[config.mk]
export PLATFORM = sky130hd
export DESIGN_NAME = imgproc_msg_reader_flat
export DESIGN_NICKNAME = d
export VERILOG_FILES = /design/src/rtl/imgproc_msg_reader_if.sv /design/src/rtl/imgproc_msg_reader.sv /design/src/flat_wrapper.sv
export SDC_FILE = /design/constraint.sdc
export NUM_CORES = 1
export LEC_CHECK = 0
export CAP_MARGIN = 20
export CORE_MARGIN = 1.5
export CORE_UTILIZATION = 45
export CTS_CLUSTER_DIAMETER = 80
export DETAILED_ROUTE_END_ITERATION = 6
export MAX_ROUTING_LAYER = met4
export PLACE_DENSITY = 0.74
export SLEW_MARGIN = 15
export SYNTH_ARGS = -nofsm -noshare
export SYNTH_HDL_FRONTEND = slang
export SYNTH_SLANG_ARGS = --single-unit
[constraint.sdc]
create_clock -name clk -period 16.46 [get_ports clk]
set_clock_uncertainty 0.1 [all_clocks]
set_input_delay 3.292 -clock clk [delete_from_list [all_inputs] [get_ports clk]]
set_output_delay 3.292 -clock clk [all_outputs]
set_load 0.02 [all_outputs]
[src/rtl/imgproc_msg_reader_if.sv]
// Avalon-MM master/slave bundle between the message reader and the image processor.
interface imgproc_msg_reader_if;
    logic        m_chipselect;
    logic        m_read;
    logic        m_write;
    logic [2:0]  m_address;
    logic [31:0] m_writedata;
    logic [31:0] m_readdata;

    modport master (
        output m_chipselect, m_read, m_write, m_address, m_writedata,
        input  m_readdata
    );
    modport slave (
        input  m_chipselect, m_read, m_write, m_address, m_writedata,
        output m_readdata
    );
endinterface

[src/rtl/imgproc_msg_reader.sv]
// Hardware drain of the image processor bounding-box FIFO: polls status, reads
// 3-word messages and holds the latest box per colour for the steering logic.
module imgproc_msg_reader #(
    parameter int POLL_INTERVAL = 1000,
    parameter int IMAGE_W       = 640,
    parameter int IMAGE_H       = 480
) (
    input  logic                 clk,
    input  logic                 reset,
    input  logic                 enable,
    imgproc_msg_reader_if.master mm,
    output logic [43:0]          box_red,
    output logic [43:0]          box_blue,
    output logic [43:0]          box_yellow,
    output logic [43:0]          box_white,
    output logic [3:0]           box_present,
    output logic                 box_upd,
    output logic [1:0]           box_upd_col,
    output logic [7:0]           err_count
);
    localparam int              TW     = $clog2(POLL_INTERVAL);
    localparam logic [TW-1:0]   RELOAD = TW'(POLL_INTERVAL - 1);
    localparam logic [11:0]     W_LIM  = 12'(IMAGE_W);
    localparam logic [11:0]     H_LIM  = 12'(IMAGE_H);

    typedef enum logic [3:0] {
        S_IDLE, S_RD_STAT, S_WT_STAT, S_RD_ID, S_WT_ID, S_RD_MIN,
        S_WT_MIN, S_RD_MAX, S_WT_MAX, S_COMMIT, S_FLUSH
    } state_t;

    state_t         r_state, w_next;
    logic [TW-1:0]  r_timer;
    logic [1:0]     r_col;
    logic [10:0]    r_xmin, r_ymin, r_xmax, r_ymax;
    logic [43:0]    r_box [4];
    logic [3:0]     r_present;
    logic           r_upd;
    logic [1:0]     r_upd_col;
    logic [7:0]     r_err;

    logic           w_rd, w_wr;
    logic [2:0]     w_addr;
    logic           w_id_ok;
    logic           w_present;
    logic [7:0]     w_words;

    assign w_words   = mm.m_readdata[15:8];
    assign w_id_ok   = (mm.m_readdata != 32'd0) && (mm.m_readdata <= 32'd4);
    assign w_present = (r_xmin <= r_xmax) && ({1'b0, r_xmax} < W_LIM) &&
                       (r_ymin <= r_ymax) && ({1'b0, r_ymax} < H_LIM);

    // Every RD_* state is followed by a WT_* state, so reads are never adjacent.
    always_comb begin
        w_next = r_state;
        w_rd   = 1'b0;
        w_wr   = 1'b0;
        w_addr = 3'd0;
        case (r_state)
            S_IDLE:    if (r_timer == '0 && enable) w_next = S_RD_STAT;
            S_RD_STAT: begin w_rd = 1'b1; w_next = S_WT_STAT; end
            S_WT_STAT: w_next = (w_words >= 8'd3) ? S_RD_ID : S_IDLE;
            S_RD_ID:   begin w_rd = 1'b1; w_addr = 3'd1; w_next = S_WT_ID; end
            S_WT_ID:   w_next = w_id_ok ? S_RD_MIN : S_FLUSH;
            S_RD_MIN:  begin w_rd = 1'b1; w_addr = 3'd1; w_next = S_WT_MIN; end
            S_WT_MIN:  w_next = S_RD_MAX;
            S_RD_MAX:  begin w_rd = 1'b1; w_addr = 3'd1; w_next = S_WT_MAX; end
            S_WT_MAX:  w_next = S_COMMIT;
            S_COMMIT:  w_next = enable ? S_RD_STAT : S_IDLE;
            S_FLUSH:   begin w_wr = 1'b1; w_next = S_IDLE; end
            default:   w_next = S_IDLE;
        endcase
    end

    assign mm.m_read       = w_rd;
    assign mm.m_write      = w_wr;
    assign mm.m_chipselect = w_rd | w_wr;
    assign mm.m_address    = w_addr;
    assign mm.m_writedata  = w_wr ? 32'h0000_0010 : 32'd0;

    always_ff @(posedge clk or posedge reset) begin
        if (reset) begin
            r_state   <= S_IDLE;
            r_timer   <= RELOAD;
            r_col     <= 2'd0;
            r_present <= 4'd0;
            r_upd     <= 1'b0;
            r_upd_col <= 2'd0;
            r_err     <= 8'd0;
            for (int i = 0; i < 4; i++) r_box[i] <= 44'd0;
        end else begin
            r_state <= w_next;
            r_upd   <= 1'b0;
            if (r_state == S_IDLE) begin
                if (w_next == S_RD_STAT)  r_timer <= RELOAD;
                else if (r_timer != '0)   r_timer <= r_timer - 1'b1;
            end
            if (r_state == S_WT_ID) begin
                if (w_id_ok)              r_col <= mm.m_readdata[1:0] - 2'd1;
                else if (r_err != 8'hFF)  r_err <= r_err + 8'd1;
            end
            // Single commit point keeps each box word consistent for the consumer.
            if (r_state == S_COMMIT) begin
                r_box[r_col]     <= {r_xmin, r_ymin, r_xmax, r_ymax};
                r_present[r_col] <= w_present;
                r_upd            <= 1'b1;
                r_upd_col        <= r_col;
            end
        end
    end

    always_ff @(posedge clk) begin
        if (r_state == S_WT_MIN) begin
            r_xmin <= mm.m_readdata[26:16];
            r_ymin <= mm.m_readdata[10:0];
        end
        if (r_state == S_WT_MAX) begin
            r_xmax <= mm.m_readdata[26:16];
            r_ymax <= mm.m_readdata[10:0];
        end
    end

    assign box_red     = r_box[0];
    assign box_blue    = r_box[1];
    assign box_yellow  = r_box[2];
    assign box_white   = r_box[3];
    assign box_present = r_present;
    assign box_upd     = r_upd;
    assign box_upd_col = r_upd_col;
    assign err_count   = r_err;
endmodule

[src/flat_wrapper.sv]
// flat-port wrapper written by rule: the top's interface ports become plain ports
module imgproc_msg_reader_flat 
#(
    parameter int POLL_INTERVAL = 1000,
    parameter int IMAGE_W       = 640,
    parameter int IMAGE_H       = 480
)
  (clk, reset, enable, box_red, box_blue, box_yellow, box_white, box_present, box_upd, box_upd_col, err_count, mm_m_chipselect, mm_m_read, mm_m_write, mm_m_address, mm_m_writedata, mm_m_readdata);
  imgproc_msg_reader_if mm_i ();
  input  logic clk;
  input  logic reset;
  input  logic enable;
  output logic [43:0] box_red;
  output logic [43:0] box_blue;
  output logic [43:0] box_yellow;
  output logic [43:0] box_white;
  output logic [3:0] box_present;
  output logic box_upd;
  output logic [1:0] box_upd_col;
  output logic [7:0] err_count;
  output wire logic [$bits(mm_i.m_chipselect)-1:0] mm_m_chipselect;
  output wire logic [$bits(mm_i.m_read)-1:0] mm_m_read;
  output wire logic [$bits(mm_i.m_write)-1:0] mm_m_write;
  output wire logic [$bits(mm_i.m_address)-1:0] mm_m_address;
  output wire logic [$bits(mm_i.m_writedata)-1:0] mm_m_writedata;
  input wire logic [$bits(mm_i.m_readdata)-1:0] mm_m_readdata;
  assign mm_m_chipselect = mm_i.m_chipselect;
  assign mm_m_read = mm_i.m_read;
  assign mm_m_write = mm_i.m_write;
  assign mm_m_address = mm_i.m_address;
  assign mm_m_writedata = mm_i.m_writedata;
  assign mm_i.m_readdata = mm_m_readdata;
  imgproc_msg_reader #(.POLL_INTERVAL(POLL_INTERVAL), .IMAGE_W(IMAGE_W), .IMAGE_H(IMAGE_H)) u_core (.clk(clk), .reset(reset), .enable(enable), .mm(mm_i), .box_red(box_red), .box_blue(box_blue), .box_yellow(box_yellow), .box_white(box_white), .box_present(box_present), .box_upd(box_upd), .box_upd_col(box_upd_col), .err_count(err_count));
endmodule
==> results.tsv, run 1 <==
metric	value	unit
status	finished clean	
h-tree-depth	1	
clockBufferDepth	3	
worstSetupEndpointType	output port	
wire_per_inst	19.2	um
synth_top_family_by_area	multiplexers	
period_needed	5.60	ns
drive_gt1_frac	0.148	
regArea	6510	sq um
worst_slew_pin_slew	1.02	ns
pin_count	264	
cp.arrival	2.21	ns
overflow	0	
yosysTopAreaCellShare	0.480	
dieArea	24000	sq um
hold_path.class	flop to flop	
numPortBuffers	230	
wl_met2	11600	um
cts.sinks	251	
synthFlopType	dfrtp_1	
syn_inst	782	
cts_setup_buffers	0	
top_layer	met4	
ir_worst_vdd	0.0000480	V
fill_cells	1829	
async_flop_share	0.825	
leakagePower	0.00633	uW
rows	55	
synthAdderAreaFrac	0.0301	
rsz0062_at_grt	no	
multi_input_area	3430	sq um
ys_warn_count	0	
postSynthAreaPerCell	13.3	sq um
firstDrtPassIters	4	
drt_wl_total	25300	um
cts_tree	done	
drv_slew	0	
final_net_count	1072	
fin_crit_sh	0.340	
drv_cap	0	
final_common_cell	clkdlybuf4s50_1	
setup_viol	0	
timing.fmax	179	MHz
synth_area	10400	sq um
cts_resized	0	
cp_max_fo	10	
cts_made_buffers	26	
met3_length	1270	um
dp_hpwl	17400	um
core-area	22600	sq um
crit_required	13.07	ns
reg2reg_depth	5	
wl_met1	11800	um
via_per_inst	5.16	
vias	6793	
grt_usage	0.218	
ctsHoldBuffers	0	
syn2layout_area_growth	31.6	%
hold-worst-slack	0.374	ns
drc_errors	0	
first_global_vias	6901	
die_x	155	um
cp-start-kind	flop	
final_cell_mix	230 x clkdlybuf4s50_1, 199 x dfrtp_1, 99 x nand2_1	
yosysSeqAreaShare	0.627	
fin_tns_setup	0	ns
antenna_found_initial	0	
root_buffer	clkbuf_16	
grt_max_degree	137	
synth-xor-area-share	0.0110	
synthTopCellsByArea	dfrtp_1 48%, edfxtp_1 13%, mux2_4 6.2%	
clk_latency	0.52	ns
finalHoldViolations	0	
min_path_cells	2	
num_antenna_cells	0	
first_iter_violations	348	
maxSlewHeadroom	0.318	
yosys.cell_types.count	51	
ant_nets	0	
synth-edff-count	44	
synth_compound_area_frac	0.0601	
place.gp.congestion	0.845	
synth-seq-cells	251	
synth-simple-area-share	0.0765	
min_from	u_core.box_present[1]$_DFFE_PP0P_	
grt_pass1_wl	39400	um
initial_core_util	0.459	
worstReg2RegStart	u_core.r_state[2]$_DFF_PP0_	
synth.area.mux_share	0.137	
fin_area	13700	sq um
postPlaceCellArea	12800	sq um
path_clk_slew	0.06	ns
cp-startpoint	u_core.r_state[1]$_DFF_PP0_	
die_y	155	um
power.density	94.6	nW/um^2
timing.setup.critical_path_class	flop to output port	
synth_top_cell_by_area	dfrtp_1	
[layer usage]
metal | track usage | up-vias
li1 | - | 3118
met1 | 0.310 | 3413
met2 | 0.332 | 222
met3 | 0.0298 | 40
met4 | 0.0559 | 0
met5 | - | -
[flip-flops by register name (all words and copies together) (netlist names), 11 cells and up]
register / flops
u_core.box_red: 44
u_core.box_yellow: 44
u_core.r_xmin: 11
u_core.box_blue: 44
u_core.r_ymin: 11
u_core.r_ymax: 11
u_core.r_xmax: 11
u_core.box_white: 44
[synth_stat cells, types with 3 or more instances]
master	n
mux2_4	43
o21ai_1	20
nand4_1	7
o21ai_0	61
nand3_1	9
o21bai_1	3
nand2_1	99
nor3_1	8
nor4_1	7
mux2_1	24
xnor2_1	7
buf_6	10
xor2_1	6
and3_1	5
buf_2	13
inv_1	37
nand2b_1	4
dfrtp_1	199
nor2_1	10
clkbuf_1	5
buf_4	35
nor2b_1	3
or3_1	4
o31ai_1	4
ha_1	25
a21oi_1	12
edfxtp_1	44
a31oi_1	3
dfstp_2	8
mux2_2	44
[per-stage QoR]
stage	cells	worst slack, ns	utilization	power [uW]
2_1_floorplan	814	7.43	-	688
3_3_place_gp	1269	10.82	0.564	701
3_5_place_dp	1269	10.74	0.564	702
4_1_cts	1317	10.84	0.604	1310
5_1_grt	1317	10.68	0.604	1340
6_report	1317	10.86	0.604	1290
[worst paths after layout]
path / end / slack (ns)
worst max-delay path: mm_m_chipselect / 10.86
worst min-delay path: u_core.box_present[1]$_DFFE_PP0P_ / 0.37
worst max register to register: u_core.box_white[11]$_DFFE_PP0P_ / 13.56
worst min register to register: u_core.box_present[1]$_DFFE_PP0P_ / 0.37
max in group asynchronous: u_core.box_white[21]$_DFFE_PP0P_ / 11.41
min in group asynchronous: u_core.box_yellow[10]$_DFFE_PP0P_ / 3.25
[critical path, stage by stage (launching register included)]
cell	delay (ns)
dfrtp_1	0.54
or2b_1	0.34
o21ai_0	0.17
clkdlybuf4s50_1	0.63
[logic make-up after synthesis]
kind of cell | after synthesis
AOI/OAI and AO/OA | 112
xor gates and xnor gates | 13
adders and majority gates | 25
buffers and inverters | 101
DFF | 251
muxes | 112
other | 1
and+or+nand+nor | 167
[layout make-up]
class,instances,area share
Multi-Input combinational cell,462,0.251
Sequential cell,251,0.476
Clock buffer,40,0.0582
Tap cell,285,0.0261
Inverter,37,0.0107
Clock inverter,8,0.00687
Timing Repair Buffer,234,0.171
[power breakdown]
group | internal, uW | switching, uW | leakage [uW]
Clock | 364 | 240 | 0.000433
Sequential | 636 | 5.00 | 0.00324
Combinational | 17.7 | 30.6 | 0.00265
Power figures use the tool's default switching activity.
==> run 2, diff against run 1 <==
CORE_UTILIZATION = 44   (was 45)
PLACE_DENSITY = 0.76   (was 0.74)
clock period = 5.1 ns   (was 16.46 ns; I/O delays follow)
==> results.tsv, run 2 (same netlist as run 1, synthesis figures left out) <==
metric	value	unit	change
status	finished clean		
path_clk_slew	0.06	ns	about the same
post-place-cells	1305		+2.8%
die_y	157	um	+1.1%
finalHoldViolations	0		unchanged
place.gp.congestion	0.811		-4.0%
antenna_found_initial	1		+1
comb_power_share	0.038		about the same
dieArea	24500	sq um	+2.2%
drt_wl_total	25200	um	-0.32%
die_x	157	um	+1.1%
timing.setup.critical_path_class	flop to output port		
drv_slew	0		unchanged
worstSetupEndpointType	output port		
cts.sinks	251		unchanged
firstDrtPassIters	4		unchanged
final_net_count	1075		+0.28%
ir_worst_vdd	0.000262	V	+450%
power.density	302	nW/um^2	+220%
period_needed	3.34	ns	
core-area	23300	sq um	+3.1%
cts_made_buffers	26		unchanged
first_iter_violations	299		-14%
drc_errors	0		unchanged
final_common_cell	clkdlybuf4s50_1		
setup_viol	0		unchanged
fin_crit_sh	0.655		
h-tree-depth	1		unchanged
drive_gt1_frac	0.157		+0.00827
initial_core_util	0.445		-0.0136
root_buffer	clkbuf_16		
dp_hpwl	17600	um	+1.3%
critPathMaxStageDelay	0.63	ns	about the same
hold-worst-slack	0.380	ns	+0.00582 ns
cp.arrival	2.22	ns	about the same
swShare	0.218		+0.00508
cp-start-kind	flop		
fin_tns_setup	0	ns	unchanged
grt_max_degree	128		-6.6%
first_global_vias	6556		-5.0%
rows	56		+1.8%
cts_resized	0		unchanged
internal_power	3240	uW	+220%
cp_max_fo	10		unchanged
ant_nets	0		unchanged
final_cell_mix	230 x clkdlybuf4s50_1, 199 x dfrtp_1, 99 x nand2_1		
cts_setup_buffers	0		unchanged
wire_per_inst	18.6	um	-3.1%
rsz0062_at_grt	no		
pre_cts_slack	1.67	ns	-9.07 ns
overflow	0		unchanged
vias	6778		-0.22%
clockBufferDepth	3		unchanged
cts_tree	done		
ctsHoldBuffers	0		unchanged
crit_required	3.98	ns	-9.09 ns
timing.fmax	299	MHz	
maxSlewHeadroom	0.334		+0.0165
p_sw	905	uW	+230%
worst_slack	1.76	ns	-9.10 ns
worstPathCellList	or2b_1 -> o21ai_0 -> clkdlybuf4s50_1		
finalNonFillerCells	1355		+2.9%
grt_usage	0.211		-0.00656
grt_pass1_wl	38500	um	-2.3%
clkPwrFrac	0.463		-0.004
worst_slew_pin_slew	0.999	ns	-0.0191 ns
fill_cells	1879		+2.7%
hold_path.class	flop to flop		
leakagePower	0.00636	uW	+0.41%
pin_count	264		unchanged
numPortBuffers	230		unchanged
drv_cap	0		unchanged
via_per_inst	5.00		-3.0%
syn2layout_area_growth	32.2	%	
pwr-share-seq	0.498		+0.002
clk_latency	0.53	ns	about the same
slowest_stage	clkdlybuf4s50_1		
run 2: cell types whose count changed in the layout (fill, tap and decap cells not counted), sizes merged:
cell and change:
inv +2, bufinv -1, clkbuf -3, clkinv +2
diode +1, buf +3
run 2: power by group through the flow:
stage,logic (uW),registers (uW),clock network [uW]
floorplan,123,2100,0
global placement,156,2110,0
detailed placement,159,2100,0
CTS,160,2070,1960
global route,175,2070,2050
finish,158,2070,1920
run 2: final cells by class:
cell class	count	area, sq um	area share
antenna	1	2.50	0.000182
clock buffer	37	793	0.0578
clock inverter	11	86.3	0.00629
inverter	37	143	0.0104
multi-input combinational	462	3430	0.250
sequential	251	6510	0.474
tap	319	399	0.0291
timing repair buffer	237	2370	0.172
run 2: metrics by stage:
step	cell area (sq um)	power (uW)	util
final	13700	4150	0.589
after global routing	13700	4290	0.589
after CTS	13700	4190	0.588
after detailed placement	12800	2260	0.550
after global placement	12800	2260	0.550
after floorplan	10500	2220	-
run 2: path summary, 6_finish.rpt:
path	start	depth (start not counted)	to	slack (ns)
max reg2reg	u_core.r_state[2]$_DFF_PP0_	6	u_core.box_blue[23]$_DFFE_PP0P_	2.14
min in group asynchronous	reset	2	u_core.box_yellow[40]$_DFFE_PP0P_	0.79
min	u_core.box_white[20]$_DFFE_PP0P_	2	u_core.box_white[20]$_DFFE_PP0P_	0.38
min reg2reg	u_core.box_white[20]$_DFFE_PP0P_	2	u_core.box_white[20]$_DFFE_PP0P_	0.38
max in group asynchronous	reset	3	u_core.box_white[32]$_DFFE_PP0P_	2.96
max	u_core.r_state[1]$_DFF_PP0_	3	mm_m_chipselect	1.76
run 2: per-layer routing:
metal	global-route usage	vias up	part of all wire
met5	-	-	0
met1	0.300	3380	0.47
met2	0.320	228	0.45
met4	0.0422	0	0.015
li1	-	3142	-
met3	0.0390	28	0.066
run 2: critical path: cells and delay by family, from the launching register on:
kind	cells	cell delay [ns]
buffers and inverters	1	0.63
flip-flops	1	0.54
AND/OR/NAND/NOR	1	0.34
AO/OA/AOI/OAI	1	0.19
